$ cat src/rtl/wt_cpa_seq.sv
// wt_cpa_seq: sequential carry-propagate adder for the Wallace-tree output rows.
// Adds the sum row and the (left-shifted) carry row SLICE bits per cycle, LSB
// slice first, with the inter-slice carry kept in a register. Valid/ready on
// both the operand side and the result side.
module wt_cpa_seq #(
  parameter int WIDTH = 24,
  parameter int SLICE = 8
) (
  input  logic             clk,
  input  logic             reset,
  input  logic             in_valid,
  output logic             in_ready,
  input  logic [WIDTH-1:0] sum_vec,
  input  logic [WIDTH-1:0] carry_vec,
  output logic             out_valid,
  input  logic             out_ready,
  output logic [WIDTH-1:0] product,
  output logic             ovf
);

  // WIDTH must be a multiple of SLICE; NS slices are added, one per cycle.
  localparam int NS   = WIDTH / SLICE;
  localparam int IDXW = (NS > 1) ? $clog2(NS) : 1;

  typedef enum logic [1:0] {
    IDLE = 2'd0,
    ADD  = 2'd1,
    DONE = 2'd2
  } state_t;

  state_t            state_reg, state_next;
  logic [WIDTH-1:0]  a_reg;        // latched sum row
  logic [WIDTH-1:0]  b_reg;        // latched carry row, already shifted by one
  logic              hi_reg;       // carry-row MSB that falls off the shift
  logic              c_reg;        // carry between slices
  logic [IDXW-1:0]   idx_reg;      // slice currently being added
  logic [WIDTH-1:0]  acc_reg;      // partial product built slice by slice
  logic [WIDTH-1:0]  product_reg;
  logic              ovf_reg;

  logic [SLICE-1:0]  a_sl [NS];
  logic [SLICE-1:0]  b_sl [NS];
  logic [SLICE-1:0]  a_cur;
  logic [SLICE-1:0]  b_cur;
  logic [SLICE:0]    slice_sum;
  logic [WIDTH-1:0]  acc_next;
  logic              last_slice;
  logic              accept;

  assign accept     = in_valid && (state_reg == IDLE);
  assign last_slice = (idx_reg == IDXW'(NS - 1));

  // Split the operands into slices and build the next accumulator value, where
  // only the slice selected by idx_reg is replaced by the fresh slice sum.
  genvar gi;
  generate
    for (gi = 0; gi < NS; gi++) begin : g_slice
      localparam logic [IDXW-1:0] GI_IDX = IDXW'(gi);
      assign a_sl[gi] = a_reg[gi*SLICE +: SLICE];
      assign b_sl[gi] = b_reg[gi*SLICE +: SLICE];
      assign acc_next[gi*SLICE +: SLICE] =
        (idx_reg == GI_IDX) ? slice_sum[SLICE-1:0] : acc_reg[gi*SLICE +: SLICE];
    end
  endgenerate

  // Select the operand slices for the current add cycle.
  always_comb begin
    a_cur = '0;
    b_cur = '0;
    for (int i = 0; i < NS; i++) begin
      if (idx_reg == IDXW'(i)) begin
        a_cur = a_sl[i];
        b_cur = b_sl[i];
      end
    end
  end

  // One SLICE-bit add with the registered carry-in; MSB is the carry-out.
  assign slice_sum = {1'b0, a_cur} + {1'b0, b_cur} + {{SLICE{1'b0}}, c_reg};

  // State register.
  always_ff @(posedge clk) begin
    if (reset) begin
      state_reg <= IDLE;
    end else begin
      state_reg <= state_next;
    end
  end

  // Next-state logic and handshake outputs.
  always_comb begin
    state_next = state_reg;
    in_ready   = 1'b0;
    out_valid  = 1'b0;
    case (state_reg)
      IDLE: begin
        in_ready = 1'b1;
        if (in_valid) state_next = ADD;
      end
      ADD: begin
        if (last_slice) state_next = DONE;
      end
      DONE: begin
        out_valid = 1'b1;
        if (out_ready) state_next = IDLE;
      end
      default: state_next = IDLE;
    endcase
  end

  // Datapath: latch operands on accept, add one slice per ADD cycle, and
  // publish product/ovf only when the final slice is done so the visible
  // result never shows a half-built value.
  always_ff @(posedge clk) begin
    if (reset) begin
      a_reg       <= '0;
      b_reg       <= '0;
      hi_reg      <= 1'b0;
      c_reg       <= 1'b0;
      idx_reg     <= '0;
      acc_reg     <= '0;
      product_reg <= '0;
      ovf_reg     <= 1'b0;
    end else if (accept) begin
      a_reg   <= sum_vec;
      b_reg   <= {carry_vec[WIDTH-2:0], 1'b0};
      hi_reg  <= carry_vec[WIDTH-1];
      c_reg   <= 1'b0;
      idx_reg <= '0;
      acc_reg <= '0;
    end else if (state_reg == ADD) begin
      c_reg   <= slice_sum[SLICE];
      idx_reg <= idx_reg + IDXW'(1);
      acc_reg <= acc_next;
      if (last_slice) begin
        product_reg <= acc_next;
        // A carry out of the top slice or a dropped carry-row MSB both mean
        // the true sum does not fit in WIDTH bits.
        ovf_reg     <= slice_sum[SLICE] | hi_reg;
      end
    end
  end

  assign product = product_reg;
  assign ovf     = ovf_reg;

endmodule

$ cat config.mk
export PLATFORM = sky130hd
export DESIGN_NAME = wt_cpa_seq
export DESIGN_NICKNAME = d
export VERILOG_FILES = /design/src/rtl/wt_cpa_seq.sv
export SDC_FILE = /design/constraint.sdc
export NUM_CORES = 1
export LEC_CHECK = 0
export CAP_MARGIN = 25
export CORE_UTILIZATION = 40
export DETAILED_ROUTE_END_ITERATION = 12
export GPL_TIMING_DRIVEN = 0
export SLEW_MARGIN = 0
export SYNTH_ARGS = -nofsm -noshare
export SYNTH_HDL_FRONTEND = slang
export SYNTH_SLANG_ARGS = --single-unit
$ cat constraint.sdc
create_clock -name clk -period 4.4 [get_ports clk]
set_input_delay 1.1 -clock clk [delete_from_list [all_inputs] [get_ports clk]]
set_output_delay 1.1 -clock clk [all_outputs]
set_load 0.02 [all_outputs]
# == After elaboration in Yosys (flattened, before gate mapping) ==
# Cells that the tools add are included.
# totals
ff_bits,102
in_bits,52
# classes
reduce_logical,6
add_sub_neg,3
muxes,15
bitwise_logic,2
n_eq_ne,7
# ops
cell,n
two-way mux 8 bit,9
adder 8 x 8 -> 9 bit,1
adder 9 x 1 -> 9 bit,1
two-way mux 2 bit,3
inequality test 2 bit (second input constant),3
one-hot mux 2 bit (3 select lines),1
AND reduction 3 bit,2
== test 2 x 1 -> 1 bit (second input constant),2
== test 2 bit (second input constant),2
logical NOT 2 bit,2
adder 2 x 1 -> 2 bit (second input constant),1
two-way mux 1 bit,2
OR reduction 2 bit,1
logical AND 1 bit,1
inverter 1 bit,1
bitwise OR 1 bit,1

# == Longest topological paths before layout ==
# Gate-level depths: netlist (run 1).
# logic_depth
word_depth,7
depth_mapped,17

# == Worst setup path before layout (run 1) ==
# No wires, ideal clock.
# synth_path
path_type,register to register
startpoint,register idx_reg[1]
endpoint,"register product_reg[14], in the netlist product[14]"
period_less_slack_ns,3.137
t_arrival_ns,3.067
path_buffers,2
path_slack_ns,1.263
path_stages_with_launch,18
setup_ns,0.070
cell_sequence,dfxtp_1 inv_1 ha_1 clkbuf_1 inv_1 clkbuf_1 and3_1 a21oi_1 nor2_1 a21oi_1 fa_1 inv_1 fa_1 a21o_1 a221oi_2 xnor2_1 mux2i_1 a21oi_1
# synth_between
elab_chain_len,7
elab_cells_between_ends,13
cone_classes,add/sub: 2; eq/ne: 2; mux: 7; reduce/logical: 2
# synth_rtl
item,line,rtl
"start, declared",36,logic [IDXW-1:0] idx_reg;
"start signal, assigned",133,idx_reg <= idx_reg + IDXW'(1);
logical NOT 2 bit,71,if (idx_reg == IDXW'(i)) begin
two-way mux 8 bit (3 in a row),71,
adder 8 x 8 -> 9 bit,79,"assign slice_sum = {1'b0, a_cur} + {1'b0, b_cur} + {{SLICE{1'b0}}, c_reg};"
adder 9 x 1 -> 9 bit,79,
two-way mux 8 bit,62,(idx_reg == GI_IDX) ? slice_sum[SLICE-1:0] : acc_reg[gi*SLICE +: SLICE];
"end signal, assigned",136,product_reg <= acc_next;
"end, declared",38,logic [WIDTH-1:0] product_reg;
# Several ways; a longest one is shown, not always the timed one.
# A chain may end at the register's enable or synchronous reset.

# == Worst setup path after layout (run 1) ==
# Ends and elaborated chain as after synthesis.

==> results of run 1 <==
## layout make-up
| class | instances | area (µm²) |
|---|---|---|
| flip-flops and latches | 94 | 1880 |
| multi-input cells | 393 | 2080 |
| repair buffers | 77 | 771 |
| well taps | 133 | 166 |
| fillers | 1000 | 4650 |
| plain buffers | 44 | 185 |
| clock buffers | 12 | 155 |
| inverters | 9 | 33.8 |
| clock inverters | 4 | 31.3 |
## worst paths after layout
check                   from          end  cells after the start
setup reg to reg  idx_reg[1]  product[14]                     17
hold reg to reg     b_reg[1]     b_reg[1]                      2
setup / recovery  idx_reg[1]  product[14]                     17
hold / removal      b_reg[1]     b_reg[1]                      2
## power by group
group	switching, mW	internal (mW)
Sequential	0.0178	0.884
Combinational	0.168	0.115
Clock	0.308	0.238
## critical path, delay by kind of cell, from the launching register on
kind / cells / cell delay (ps)
buf+inv: 5 / 990
xor+xnor: 1 / 310
compound gates: 5 / 1000
simple gates: 2 / 330
mux: 1 / 180
flops: 1 / 320
fa+ha+maj: 3 / 780
## cells by family (layout without fill, tap and decap cells)
| kind of cell | after synthesis | count (layout) | synth area share [%] |
|---|---|---|---|
| mux | 8 | 8 | 1.91 |
| buf+inv | 53 | 146 | 5.23 |
| compound gates | 151 | 151 | 20.5 |
| flops | 94 | 94 | 45.0 |
| xor+xnor | 5 | 5 | 1.05 |
| simple gates | 217 | 217 | 22.4 |
| fa+ha+maj | 12 | 12 | 3.95 |
## metrics by stage
stage	power [mW]	instance area, µm²	instances
after floorplan	1.09	4190	540
after global placement	1.20	5120	750
after detailed placement	1.20	5120	750
after CTS	1.74	5310	766
after global routing	1.81	5310	766
final	1.73	5310	766
## layer usage
layer  global-route usage, %  vias up
met5                       0        -
met4                    8.78        0
met3                    3.01       17
met2                    37.8      109
met1                    28.0     1806
li1                        -     2003
## cells in the final DEF (no fill, tap or decap), types with 3 or more instances in the layout
master / Yosys / final
nor2b_1: 3 / 3
nand3_1: 4 / 4
o31ai_1: 3 / 3
mux2i_1: 8 / 8
o21ai_0: 23 / 23
dfxtp_1: 94 / 94
clkinvlp_4: 0 / 3
xnor2_1: 4 / 4
buf_2: 10 / 10
ha_1: 10 / 10
clkbuf_8: 0 / 11
inv_1: 9 / 9
and3_1: 20 / 20
a31oi_1: 4 / 4
clkdlybuf4s50_1: 0 / 77
a211oi_1: 9 / 9
a21oi_1: 93 / 93
clkbuf_1: 33 / 34
nor3_1: 5 / 5
nor2_1: 22 / 22
nand2_1: 147 / 147
and2_1: 3 / 3
o211ai_1: 4 / 4
==> results.cfg, run 1 <==
[outcome]
status = finished clean

[cells_and_area]
antenna_cells = 0
drive_above_1_share_pct = 4.74
layout.nets = 692
final_util_pct = 53.3
area.growth.synth_to_final_pct = 26.8

[synthesis]
synth_commonest_cells = 147 x nand2_1, 94 x dfxtp_1, 93 x a21oi_1
seq_area_frac_synth_pct = 45.0
synth_fp_nets = 604
syn_area_per_cell_um2 = 7.75
synth-seq-cells = 94
synth_area_leaders = dfxtp_1 45%, nand2_1 13%, a21oi_1 11%
netlist.area_leader.share_pct = 45.0
synth_cell_types = 43
syn_area_um2 = 4190
synthArstFlopShare_pct = 0
ys_warn_count = 0
synthCells = 540
yosysMostFrequentCell = nand2_1
synth_edf_count = 0
synth_ff_type = dfxtp_1
synth_top_cell_by_area = dfxtp_1

[sta]
final-hold-violation-count = 0
post-route-period-util_pct = 90.9
slew_viol_final = 0
setup_viol = 0
rsz0062_at_grt = no
layout_setup_ws_ps = 402
timing.fmax_mhz = 250
min_period_ps = 4000
relSlewSlack_pct = 53.0
timing.hold.ws_ps = 456
fin_setup_tns_ps = 0
fin_skew_ps = 12.8
tightest_slew_ps = 699

[floorplan]
die_w_um = 104
design.core.area_um2 = 9950
placementRows = 36
die_h_um = 104
design.die.area_um2 = 10900
pin_count = 79
initial_utilization_pct = 42.0

[routing]
post_drt_wl_per_cell_um = 15.0
drt-initial-drc-count = 160
wl_met2_mm = 5.47
drc = 0
wl_met3_um = 439
wirelength_mm = 11.5
drt-met1-wl_mm = 5.37
ant_nets = 0
num_vias = 3935
top_layer = met4
routed_via_density = 5.14
firstDrtPassIters = 4

[setup_path]
arrival_ps = 4290
endpoint_kind = flip-flop
slowest_delay_ps = 440
critPathKind = reg -> reg
cpMaxStageDelayCell = clkbuf_1
ff2ff_setup_slack_ps = 400
critical_path.startpoint_type = flip-flop
crit_fanout = 10
required_ps = 4700
crit_path_cell_trace = inv_1 > ha_1 > clkbuf_1 > inv_1 > clkbuf_1 > and3_1 > a21oi_1 > nor2_1 > a21oi_1 > fa_1 > inv_1 > fa_1 > a21o_1 > a221oi_2 > xnor2_1 > mux2i_1 > a21oi_1

[placed_design]
pre_cts_slack_ps = 458
port_buffers = 77
dpl.hpwl_mm = 8.49
gp_congestion = 0.838

[pwr]
vdd_drop_max_mv = 0.160
leakagePower_nw = 2.00
power_density_nw_per_um2 = 326

[global_route]
grt_usage_pct = 22.1
grt_max_degree = 16
antenna_found_initial = 0
grt_pass1_wl_mm = 19.1
overflow = 0
grt_pass1_vias = 3814

[clock_network]
clockRootBuffer = clkbuf_8
path_clk_slew_ps = 90
clkSinkCount = 94
post_cts_buffers = 0
htree_levels = 3
clockBufferDepth = 2
cts_hold_buf = 0
cts_tree = yes
cts_made_buffers = 9
clock_latency_ps = 370
cts_resized = 0

[worst_hold_path]
hold_path_class = reg -> reg

[flow_run]
maxCapViolations = 0
(Power assumes the default switching activity.)
==> inputs of run 2 (changes only) <==
--- a/config.mk
+++ b/config.mk
@@ -9,6 +9,7 @@
 export CORE_UTILIZATION = 40
 export DETAILED_ROUTE_END_ITERATION = 12
 export GPL_TIMING_DRIVEN = 0
+export HOLD_SLACK_MARGIN = 0.03
 export SLEW_MARGIN = 0
 export SYNTH_ARGS = -nofsm -noshare
 export SYNTH_HDL_FRONTEND = slang
==> results of run 2 <==
Final layout, timing and power as in run 1 (identical DEF).
==> inputs of run 3 (changes only) <==
--- a/config.mk
+++ b/config.mk
@@ -9,7 +9,8 @@
 export CORE_UTILIZATION = 40
 export DETAILED_ROUTE_END_ITERATION = 12
 export GPL_TIMING_DRIVEN = 0
-export HOLD_SLACK_MARGIN = 0.03
+export HOLD_SLACK_MARGIN = 0.08
+export REMOVE_ABC_BUFFERS = 1
 export SLEW_MARGIN = 0
 export SYNTH_ARGS = -nofsm -noshare
 export SYNTH_HDL_FRONTEND = slang
==> results.cfg, run 3 (same netlist as run 1, synthesis figures left out) <==
[pwr]
vdd_drop_max_mv = 0.142
combPwrFrac_pct = 15.3
p_clk_share_pct = 33.7
p_switching_mw = 0.480
p_seq_share_pct = 51.1
leakagePower_nw = 1.98
switching_share_pct = 27.2
p_int_mw = 1.28
power.total_mw = 1.76
power_density_nw_per_um2 = 335

[sta]
final-hold-violation-count = 0
rsz0062_at_grt = no
fin_skew_ps = 14.3
tightest_slew_ps = 920
post-route-period-util_pct = 88.9
layout_setup_ws_ps = 490
relSlewSlack_pct = 38.4
min_period_ps = 3910
slew_viol_final = 0
fin_setup_tns_ps = 0
setup_viol = 0
timing.fmax_mhz = 256

[clock_network]
cts_made_buffers = 9
cts_hold_buf = 0
htree_levels = 3
post_cts_buffers = 0
clkSinkCount = 94
cts_resized = 0
path_clk_slew_ps = 100
clockRootBuffer = clkbuf_8
clock_latency_ps = 370
cts_tree = yes
clockBufferDepth = 2

[routing]
drc = 0
drt-initial-drc-count = 164
routed_via_density = 5.03
ant_nets = 0
post_drt_wl_per_cell_um = 13.1
firstDrtPassIters = 4
wirelength_mm = 9.54
num_vias = 3661

[floorplan]
die_w_um = 104
initial_utilization_pct = 42.0
placementRows = 36
die_h_um = 104
design.die.area_um2 = 10900
design.core.area_um2 = 9950
pin_count = 79

[setup_path]
path_delay_family = adder cells
crit_path_cell_trace = inv_1 > ha_1 > buf_16 > inv_1 > and3_1 > a21oi_1 > nor2_1 > a21oi_1 > fa_1 > inv_1 > fa_1 > a21o_1 > a221oi_2 > xnor2_1 > mux2i_1 > a21oi_1
slowest_delay_ps = 430
arrival_ps = 4220
crit_fanout = 22
path_buf_inv = 4
critPathKind = reg -> reg
endpoint_kind = flip-flop
required_ps = 4710
critical_path.startpoint_type = flip-flop
cpMaxStageDelayCell = ha_1

[global_route]
grt_max_degree = 50
grt_usage_pct = 18.1
grt_pass1_vias = 3367
antenna_found_initial = 0
overflow = 0
grt_pass1_wl_mm = 16.0

[flow_run]
maxCapViolations = 0

[cells_and_area]
mostFrequentLayoutCell = nand2_1
layout.nets = 654
fillCellCount = 1035
area.growth.synth_to_final_pct = 25.8
drive_above_1_share_pct = 4.71
antenna_cells = 0
most-common-layout-cells = 146 x nand2_1, 94 x dfxtp_1, 93 x a21oi_1

[placed_design]
dpl.hpwl_mm = 6.42
gp_congestion = 0.785
port_buffers = 78
pre_cts_slack_ps = 466

[worst_hold_path]
hold_path_class = reg -> reg

[outcome]
status = finished clean
-- run 3: per-stage QoR --
step	utilization [%]	cells	hold slack (ps)	area, µm²
2_1_floorplan	-	496	426	4000
3_3_place_gp	49.7	707	441	4950
3_5_place_dp	50.4	710	443	5020
4_1_cts	52.5	726	457	5230
5_1_grt	52.9	728	470	5270
6_report	52.9	728	453	5270
-- run 3: layer usage --
| metal | part of all wire [%] | track usage, % |
|---|---|---|
| met5 | 0 | 0 |
| met2 | 47 | 30.0 |
| met3 | 3.8 | 4.32 |
| met1 | 48 | 23.3 |
| met4 | 1.3 | 4.90 |
-- run 3: path summary, 6_finish.rpt --
check | startpoint | depth (start not counted) | slack, ps | end
hold / removal | acc_reg[14] | 2 | 450 | acc_reg[14]
hold reg to reg | acc_reg[14] | 2 | 450 | acc_reg[14]
setup reg to reg | idx_reg[1] | 16 | 490 | product[14]
setup / recovery | idx_reg[1] | 16 | 490 | product[14]
-- run 3: area by class of cell --
class / instances / area [µm²] / share of cell area [%]
Timing Repair Buffer: 83 / 891 / 16.9
Inverter: 9 / 33.8 / 0.642
Multi-Input combinational cell: 393 / 2090 / 39.7
Sequential cell: 94 / 1880 / 35.7
Clock buffer: 10 / 138 / 2.61
Clock inverter: 6 / 66.3 / 1.26
Tap cell: 133 / 166 / 3.16
-- run 3: worst reg2reg max path, stage by stage (launching register included) --
cell      delay (ps)
dfxtp_1          330
inv_1             90
ha_1             430
buf_16           220
inv_1            320
and3_1           300
a21oi_1          110
nor2_1            50
a21oi_1          160
fa_1             230
inv_1             60
fa_1             400
a21o_1           230
a221oi_2         280
xnor2_1          330
mux2i_1          170
a21oi_1          160
-- run 3: power by group through the flow --
stage | clock [mW] | sequential (mW) | combinational [mW]
2_1_floorplan | 0 | 0.918 | 0.150
3_3_place_gp | 0 | 0.919 | 0.259
3_5_place_dp | 0 | 0.920 | 0.267
4_1_cts | 0.607 | 0.900 | 0.268
5_1_grt | 0.652 | 0.905 | 0.300
6_report | 0.593 | 0.900 | 0.269
